## config.mk

```make
export PLATFORM = sky130hd
export DESIGN_NAME = regfile_scoreboard
export DESIGN_NICKNAME = d
export VERILOG_FILES = /design/src/rtl/regfile_scoreboard.sv
export SDC_FILE = /design/constraint.sdc
export NUM_CORES = 2
export LEC_CHECK = 0
export BUFFER_PORTS_ARGS = -buffer_cell sky130_fd_sc_hd__buf_2
export CAP_MARGIN = 10
export CORE_MARGIN = 2
export CORE_UTILIZATION = 45
export CTS_BUF_LIST = sky130_fd_sc_hd__clkbuf_16
export DETAILED_ROUTE_END_ITERATION = 6
export PLACE_DENSITY = 0.61
export SETUP_SLACK_MARGIN = 0.2
export SLEW_MARGIN = 20
export SYNTH_ARGS = -nofsm -noshare
export SYNTH_HDL_FRONTEND = slang
export SYNTH_SLANG_ARGS = --single-unit
```

## constraint.sdc

```tcl
create_clock -name clk -period 43 [get_ports clk]
set_input_delay 2.15 -clock clk [delete_from_list [all_inputs] [get_ports clk]]
set_output_delay 2.15 -clock clk [all_outputs]
set_load 0.05 [all_outputs]
```

## src/rtl/regfile_scoreboard.sv

```systemverilog
`default_nettype none
// ============================================================================
//  Module   : regfile_scoreboard
//  Purpose  : Register file with an integrated pending-write scoreboard for
//             the pipelined TinyRISC core. Two combinational read ports, one
//             writeback port and one destination-allocation port. A per-
//             register pending bit is set on allocation and cleared on
//             writeback so the issue stage can detect RAW/WAW hazards.
//             Register 0 is hardwired to zero and is never pending.
//  Ports    : clk, rst              - clock, asynchronous active-high reset
//             i_rs1_addr/i_rs2_addr - read addresses
//             o_rs1_data/o_rs2_data - read data (combinational)
//             o_rs1_ready/o_rs2_ready - register not pending
//             i_alloc_valid/i_alloc_rd/o_alloc_ready - destination reservation
//             i_wb_valid/i_wb_rd/i_wb_data - writeback
//             o_pending_count       - registered count of pending registers
//  Config   : REGFILE_BYPASS_EN - when defined, a writeback in the current
//             cycle is forwarded to matching read ports (data and ready).
//  Revision : 1.0 - initial release
// ============================================================================
module regfile_scoreboard #(
    parameter int XLEN = 32,
    parameter int AW   = 5
) (
    input  logic            clk,
    input  logic            rst,
    input  logic [AW-1:0]   i_rs1_addr,
    input  logic [AW-1:0]   i_rs2_addr,
    output logic [XLEN-1:0] o_rs1_data,
    output logic [XLEN-1:0] o_rs2_data,
    output logic            o_rs1_ready,
    output logic            o_rs2_ready,
    input  logic            i_alloc_valid,
    input  logic [AW-1:0]   i_alloc_rd,
    output logic            o_alloc_ready,
    input  logic            i_wb_valid,
    input  logic [AW-1:0]   i_wb_rd,
    input  logic [XLEN-1:0] i_wb_data,
    output logic [AW:0]     o_pending_count
);

    localparam int c_DEPTH = 1 << AW;
    localparam int c_CW    = AW + 1;

    logic [XLEN-1:0]    r_regs [c_DEPTH];
    logic [c_DEPTH-1:0] r_pending;
    logic [AW:0]        r_pending_count;

    logic               w_wb_en;
    logic               w_alloc_fire;
    logic               w_set;
    logic               w_clear;
    logic [c_DEPTH-1:0] w_pending_nxt;

    // Writes to register 0 are discarded entirely.
    assign w_wb_en = i_wb_valid && (i_wb_rd != '0);

    // A pending destination may be re-reserved in the same cycle its
    // writeback lands; register 0 is always grantable (and a no-op).
    assign o_alloc_ready = (i_alloc_rd == '0) || !r_pending[i_alloc_rd] ||
                           (i_wb_valid && (i_wb_rd == i_alloc_rd));

    assign w_alloc_fire = i_alloc_valid && o_alloc_ready && (i_alloc_rd != '0);

    // Count only real bit transitions: a set of an already-pending bit, or a
    // clear that is immediately re-set by a same-cycle alloc, is net zero.
    assign w_set   = w_alloc_fire && !r_pending[i_alloc_rd];
    assign w_clear = w_wb_en && r_pending[i_wb_rd] &&
                     !(w_alloc_fire && (i_alloc_rd == i_wb_rd));

    // Alloc is applied after the clear so the newest reservation wins.
    always_comb begin
        w_pending_nxt = r_pending;
        if (w_wb_en) begin
            w_pending_nxt[i_wb_rd] = 1'b0;
        end
        if (w_alloc_fire) begin
            w_pending_nxt[i_alloc_rd] = 1'b1;
        end
    end

    always_ff @(posedge clk or posedge rst) begin
        if (rst) begin
            for (int i = 0; i < c_DEPTH; i++) begin
                r_regs[i] <= '0;
            end
            r_pending       <= '0;
            r_pending_count <= '0;
        end else begin
            if (w_wb_en) begin
                r_regs[i_wb_rd] <= i_wb_data;
            end
            r_pending       <= w_pending_nxt;
            r_pending_count <= r_pending_count + c_CW'(w_set) - c_CW'(w_clear);
        end
    end

    assign o_pending_count = r_pending_count;

    // Read port 1
    always_comb begin
        o_rs1_data  = r_regs[i_rs1_addr];
        o_rs1_ready = !r_pending[i_rs1_addr];
`ifdef REGFILE_BYPASS_EN
        if (w_wb_en && (i_wb_rd == i_rs1_addr)) begin
            o_rs1_data  = i_wb_data;
            o_rs1_ready = 1'b1;
        end
`endif
        if (i_rs1_addr == '0) begin
            o_rs1_data  = '0;
            o_rs1_ready = 1'b1;
        end
    end

    // Read port 2
    always_comb begin
        o_rs2_data  = r_regs[i_rs2_addr];
        o_rs2_ready = !r_pending[i_rs2_addr];
`ifdef REGFILE_BYPASS_EN
        if (w_wb_en && (i_wb_rd == i_rs2_addr)) begin
            o_rs2_data  = i_wb_data;
            o_rs2_ready = 1'b1;
        end
`endif
        if (i_rs2_addr == '0) begin
            o_rs2_data  = '0;
            o_rs2_ready = 1'b1;
        end
    end

endmodule
`default_nettype wire

```

## Word-level counts from Yosys, hierarchy flattened

Index checks and enable logic that the tools add are counted.

- Flip-flop bits (word level): 1062
- Output and inout port bits: 73
- Word-level logic and storage cells: 103

- Add/subtract/negate cells: 2
- Magnitude comparators: 10
- Eq/ne operators: 2
- Mux-type cells: 27
- Bitwise gates (word level): 6
- Reductions and logical operators: 22

Operator list:

| cell | number |
|---|---|
| bitwise mux 1024 bit | 1 |
| binary-select mux 32 bit (select 5 bit) | 2 |
| two-way mux 32 bit | 9 |
| demux 32 bit (select 5 bit) | 1 |
| bitwise AND 32 bit | 1 |
| inverter 32 bit | 1 |
| OR 32 bit | 1 |
| < comparator 5 x 6 -> 1 bit (second input constant) | 4 |
| binary-select mux 1 bit (select 5 bit) | 4 |
| >= comparator 6 bit (second input constant) | 3 |
| inverter 5 -> 6 bit | 3 |
| zero test 5 bit | 3 |
| logical AND 1 bit | 11 |
| demux 1 bit (select 5 bit) | 2 |
| equality test 5 bit | 2 |
| >= comparator 5 x 1 -> 1 bit (second input constant) | 2 |
| nonzero test 5 bit | 2 |
| two-way mux 1 bit | 8 |
| adder 6 x 1 -> 6 bit | 1 |
| < comparator 6 x 1 -> 1 bit (second input constant) | 1 |
| subtractor 6 x 1 -> 6 bit | 1 |
| zero test 1 bit | 4 |
| logical OR 1 bit | 2 |

## Depth between registers and ports, before layout

- Depth in word-level cells: 11
- Depth in mapped cells: 15
- Mapped depth without buffers: 13

## Worst setup path before layout

OpenSTA, ideal clock, no wires.

- Path kind: input port to output port
- Start: in i_rs1_addr[0]
- End: out o_rs1_ready
- Data arrival time: 4.381 ns
- Path slack: 36.469 ns
- Stages: 8
- Buffers on the path: 4
- Path through: buf_2 buf_6 buf_2 buf_2 mux4_2 mux2i_1 o22ai_1 a21oi_1

- Longest elaborated chain between the ends: 4
- Elaborated cells on any way between the ends: 5
- Classes of those cells: mux (3); reduce/logical (2)

RTL lines:

| element | RTL line | text |
|---|---|---|
| from (decl) | 27 | `input logic [AW-1:0] i_rs1_addr,` |
| binary-select mux 1 bit (select 5 bit) | 103 | `o_rs1_ready = !r_pending[i_rs1_addr];` |
| two-way mux 1 bit (not written as such) | 103 |  |
| zero test 1 bit | 103 |  |
| two-way mux 1 bit (*) | 110 | `if (i_rs1_addr == '0) begin` |
| to (decl) | 31 | `output logic o_rs1_ready,` |

Every way passes the cells marked *; elsewhere a longest branch is shown, timed or not. The select of a mux whose other input is x is not followed.

## Worst setup path in the final report

- Start: in i_rs1_addr[0]
- End: out o_rs1_data[18]

- Longest elaborated chain between the ends: 5
- Elaborated cells on any way between the ends: 6
- Classes of those cells: mux (4); bitwise (1); reduce/logical (1)

RTL lines:

| element | RTL line | text |
|---|---|---|
| inverter 5 -> 6 bit (not written as such) | 102 | `o_rs1_data = r_regs[i_rs1_addr];` |
| binary-select mux 32 bit (select 5 bit) | 102 |  |
| two-way mux 32 bit (not written as such) (2 in a row) | 102 |  |
| two-way mux 32 bit (*) | 110 |  |
| to (decl) | 29 | `output logic [XLEN-1:0] o_rs1_data,` |

Marks and branches as above.

==> metrics.txt <==
outcome completed; first-pass iteration count of the detailed router 6; diodes inserted 0; DP HPWL 89.5 mm; post-synth top area cell dfrtp_1; Nets 3,559; Final WS setup 34.01 ns; Cell variety after synth 52; clock period minus worst slack 8.99 ns; Setup-failing EPs final 0; later-pin clock latency in the skew report a little over 0.7 ns; CP startpoint kind input pin; initial drt markers 2,846; Core Area around 0.13 mm²; IO buf count approximately 130; CTS sink count between 1,000 and 1,500; GRT Residual Overflow 0; Setup CP Type input pin to output pin; worst clock skew 0.00930 ns; Initial Utilization around 45%; post-cts sizing count 0; Routability Congestion 0.792; Syn-to-layout area delta 9.32%; initial antenna violation count 11; RSZ-0062 raised after global routing no; crit path DAT roughly 6.8 ns; Cell Area, Placed 0.0588 mm²; Slew @ Worst Pin 1.14 ns; Mean Syn Cell Area 15.8 µm²; Yosys reg bits 1,062; hold-fix buffer count after cts 0; I/O pins about 130; layout cells sized above 1 42.7%; vias in the first global route 35,000; syn nets about 3,700; Fin Setup TNS 0 ns; DRC violations left 0; TritonCTS clock tree done; prevailing post-synth register cell dfrtp_1; Clock Tree Root clkbuf_16; power per cell area slightly below 50 mW/mm²; DRT Wirelength ~170 mm; Lkg Pwr 27.8 nW; asr flop ratio synth 100%; fin crit share 20.9%; hold_ws 0.394 ns; filler instances 10,700; hold crit path type flip-flop to flip-flop; Final ANT Viol Nets 0; Die ar. 0.130 mm²; largest net degree at the start of global routing 175; Via-to-Cell Ratio 6.50; Post-synth top cells dfrtp_1, mux4_2, mux2_2, mux2_1, clkbuf_1; H-tree levels 3; Worst EP required ~41 ns; Yosys top cell area share 46.5%; Setup Fix Bufs, Post-CTS 0; die width between 300 and 400 µm; max_slew headroom a little under a quarter; total CTS buffers 117; MaxCap Viol Count 0; critical path peak fanout 64; Syn Inst Count 3,617; largest cells by area after synthesis dfrtp_1, mux4_2, mux2_2, mux2_1, mux2i_1; post-route cell area 0.0625 mm²; synth warn 0; CTS max path bufs 3; Place WS 33.86 ns; die height around 360 µm; Seq/Total Area, Yosys 46.5%; CP Capture Type output pin; max-slew violations 0; Achievable Freq 0.111 GHz; count leader, synth dfrtp_1; first-pass GRT wire length 249 mm; Post-Syn Area 0.0572 mm²; final hold violation count 0; Site Rows 130; Core Util, Final between 40% and 50%; Post-synth EDFFs 0; mean routed wirelength per cell between 30 and 40 µm; peak supply drop 0.0357 mV; total global-route track usage 26.2%; clock-pin slew on the worst setup and hold paths 0.06 ns; Via Count between 30,000 and 40,000
==> routing by layer <==
metal | vias up | GRT usage, % | share of wire, %
li1 | 13900 | - | -
met1 | 18800 | 36.7 | 43
met2 | 1090 | 42.5 | 48
met3 | 264 | 4.35 | 5.9
met4 | 8 | 7.48 | 2.7
met5 | - | 0 | 0.034
==> worst paths after layout <==
kind	cells past startpoint	from	end	slack, ns
hold / removal	0	r_regs[1010]	r_regs[1010]	0.39
min in group asynchronous	2	rst	r_regs[33]	1.53
hold reg to reg	0	r_regs[1010]	r_regs[1010]	0.39
max in group asynchronous	6	rst	r_regs[242]	37.51
setup / recovery	8	i_rs1_addr[0]	o_rs1_data[18]	34.01
setup reg to reg	14	r_pending[26]	o_pending_count[4]	39.48
==> metrics by stage <==
step | cells | power (mW)
after global placement | 5024 | 2.02
after floorplan | 3617 | 1.87
after global routing | 5243 | 3.15
after CTS | 5242 | 3.03
final | 5243 | 3.01
after detailed placement | 5026 | 2.04
==> logic make-up after synthesis <==
group | after synthesis | share of synthesized area (%)
AO/OA/AOI/OAI | 217 | 2.57
XOR/XNOR | 10 | 0.153
adder cells (fa/ha/maj) | 7 | 0.166
buffers and inverters | 435 | 3.50
flip-flops | 1062 | 46.5
multiplexers | 1746 | 45.9
AND/OR/NAND/NOR | 140 | 1.25
==> layout by cell type (no fill, tap or decap), drive strengths merged, types with 2 or more instances in the layout <==
cell type / Yosys / final
dfrtp: 1062 / 1062
mux2: 998 / 998
mux4: 598 / 598
buf: 241 / 182
mux2i: 150 / 150
clkbuf: 183 / 121
o22ai: 71 / 71
a21o: 65 / 65
nand2: 58 / 58
clkinv: 0 / 57
inv: 11 / 37
o21ai: 32 / 32
a32oi: 22 / 22
nor2: 20 / 20
bufinv: 0 / 11
nor2b: 10 / 10
a31oi: 10 / 10
xnor2: 9 / 9
nand2b: 8 / 8
nand3: 7 / 7
ha: 6 / 6
nor3: 6 / 6
nand3b: 5 / 5
nor4: 5 / 5
a21oi: 5 / 5
nor3b: 4 / 4
and3b: 4 / 4
and3: 4 / 4
a22o: 3 / 3
clkinvlp: 0 / 3
or3: 3 / 3
o31ai: 2 / 2
a211oi: 2 / 2
or2: 2 / 2
==> layout make-up <==
cell class	instances	area, µm²	area share (%)
clock inverters	97	736	1.18
repair buffers	184	1260	2.01
well taps	1650	2060	3.30
multi-input cells	2120	28900	46.2
flip-flops and latches	1062	26600	42.5
inverters	11	48.8	0.0780
clock buffers	119	2980	4.76
==> registers in the layout, summed over array words and instances, names as in the netlist <==
signal and count:
r_pending 32, r_regs 1024, o_pending_count 6
==> worst max-delay path, cell delays in order <==
cell and delay (ns):
buf_8 0.54, buf_4 0.87, buf_4 0.75, buf_4 0.77, mux4_2 0.59, mux4_2 0.49
a21o_1 0.26, buf_2 0.25
==> where the power goes <==
part           switching [mW]  total (mW)  internal, mW
sequential              0.141        1.34          1.19
clock                   0.424       0.988         0.563
combinational           0.313       0.692         0.379
total                   0.878        3.01          2.14
(Power assumes the default switching activity.)
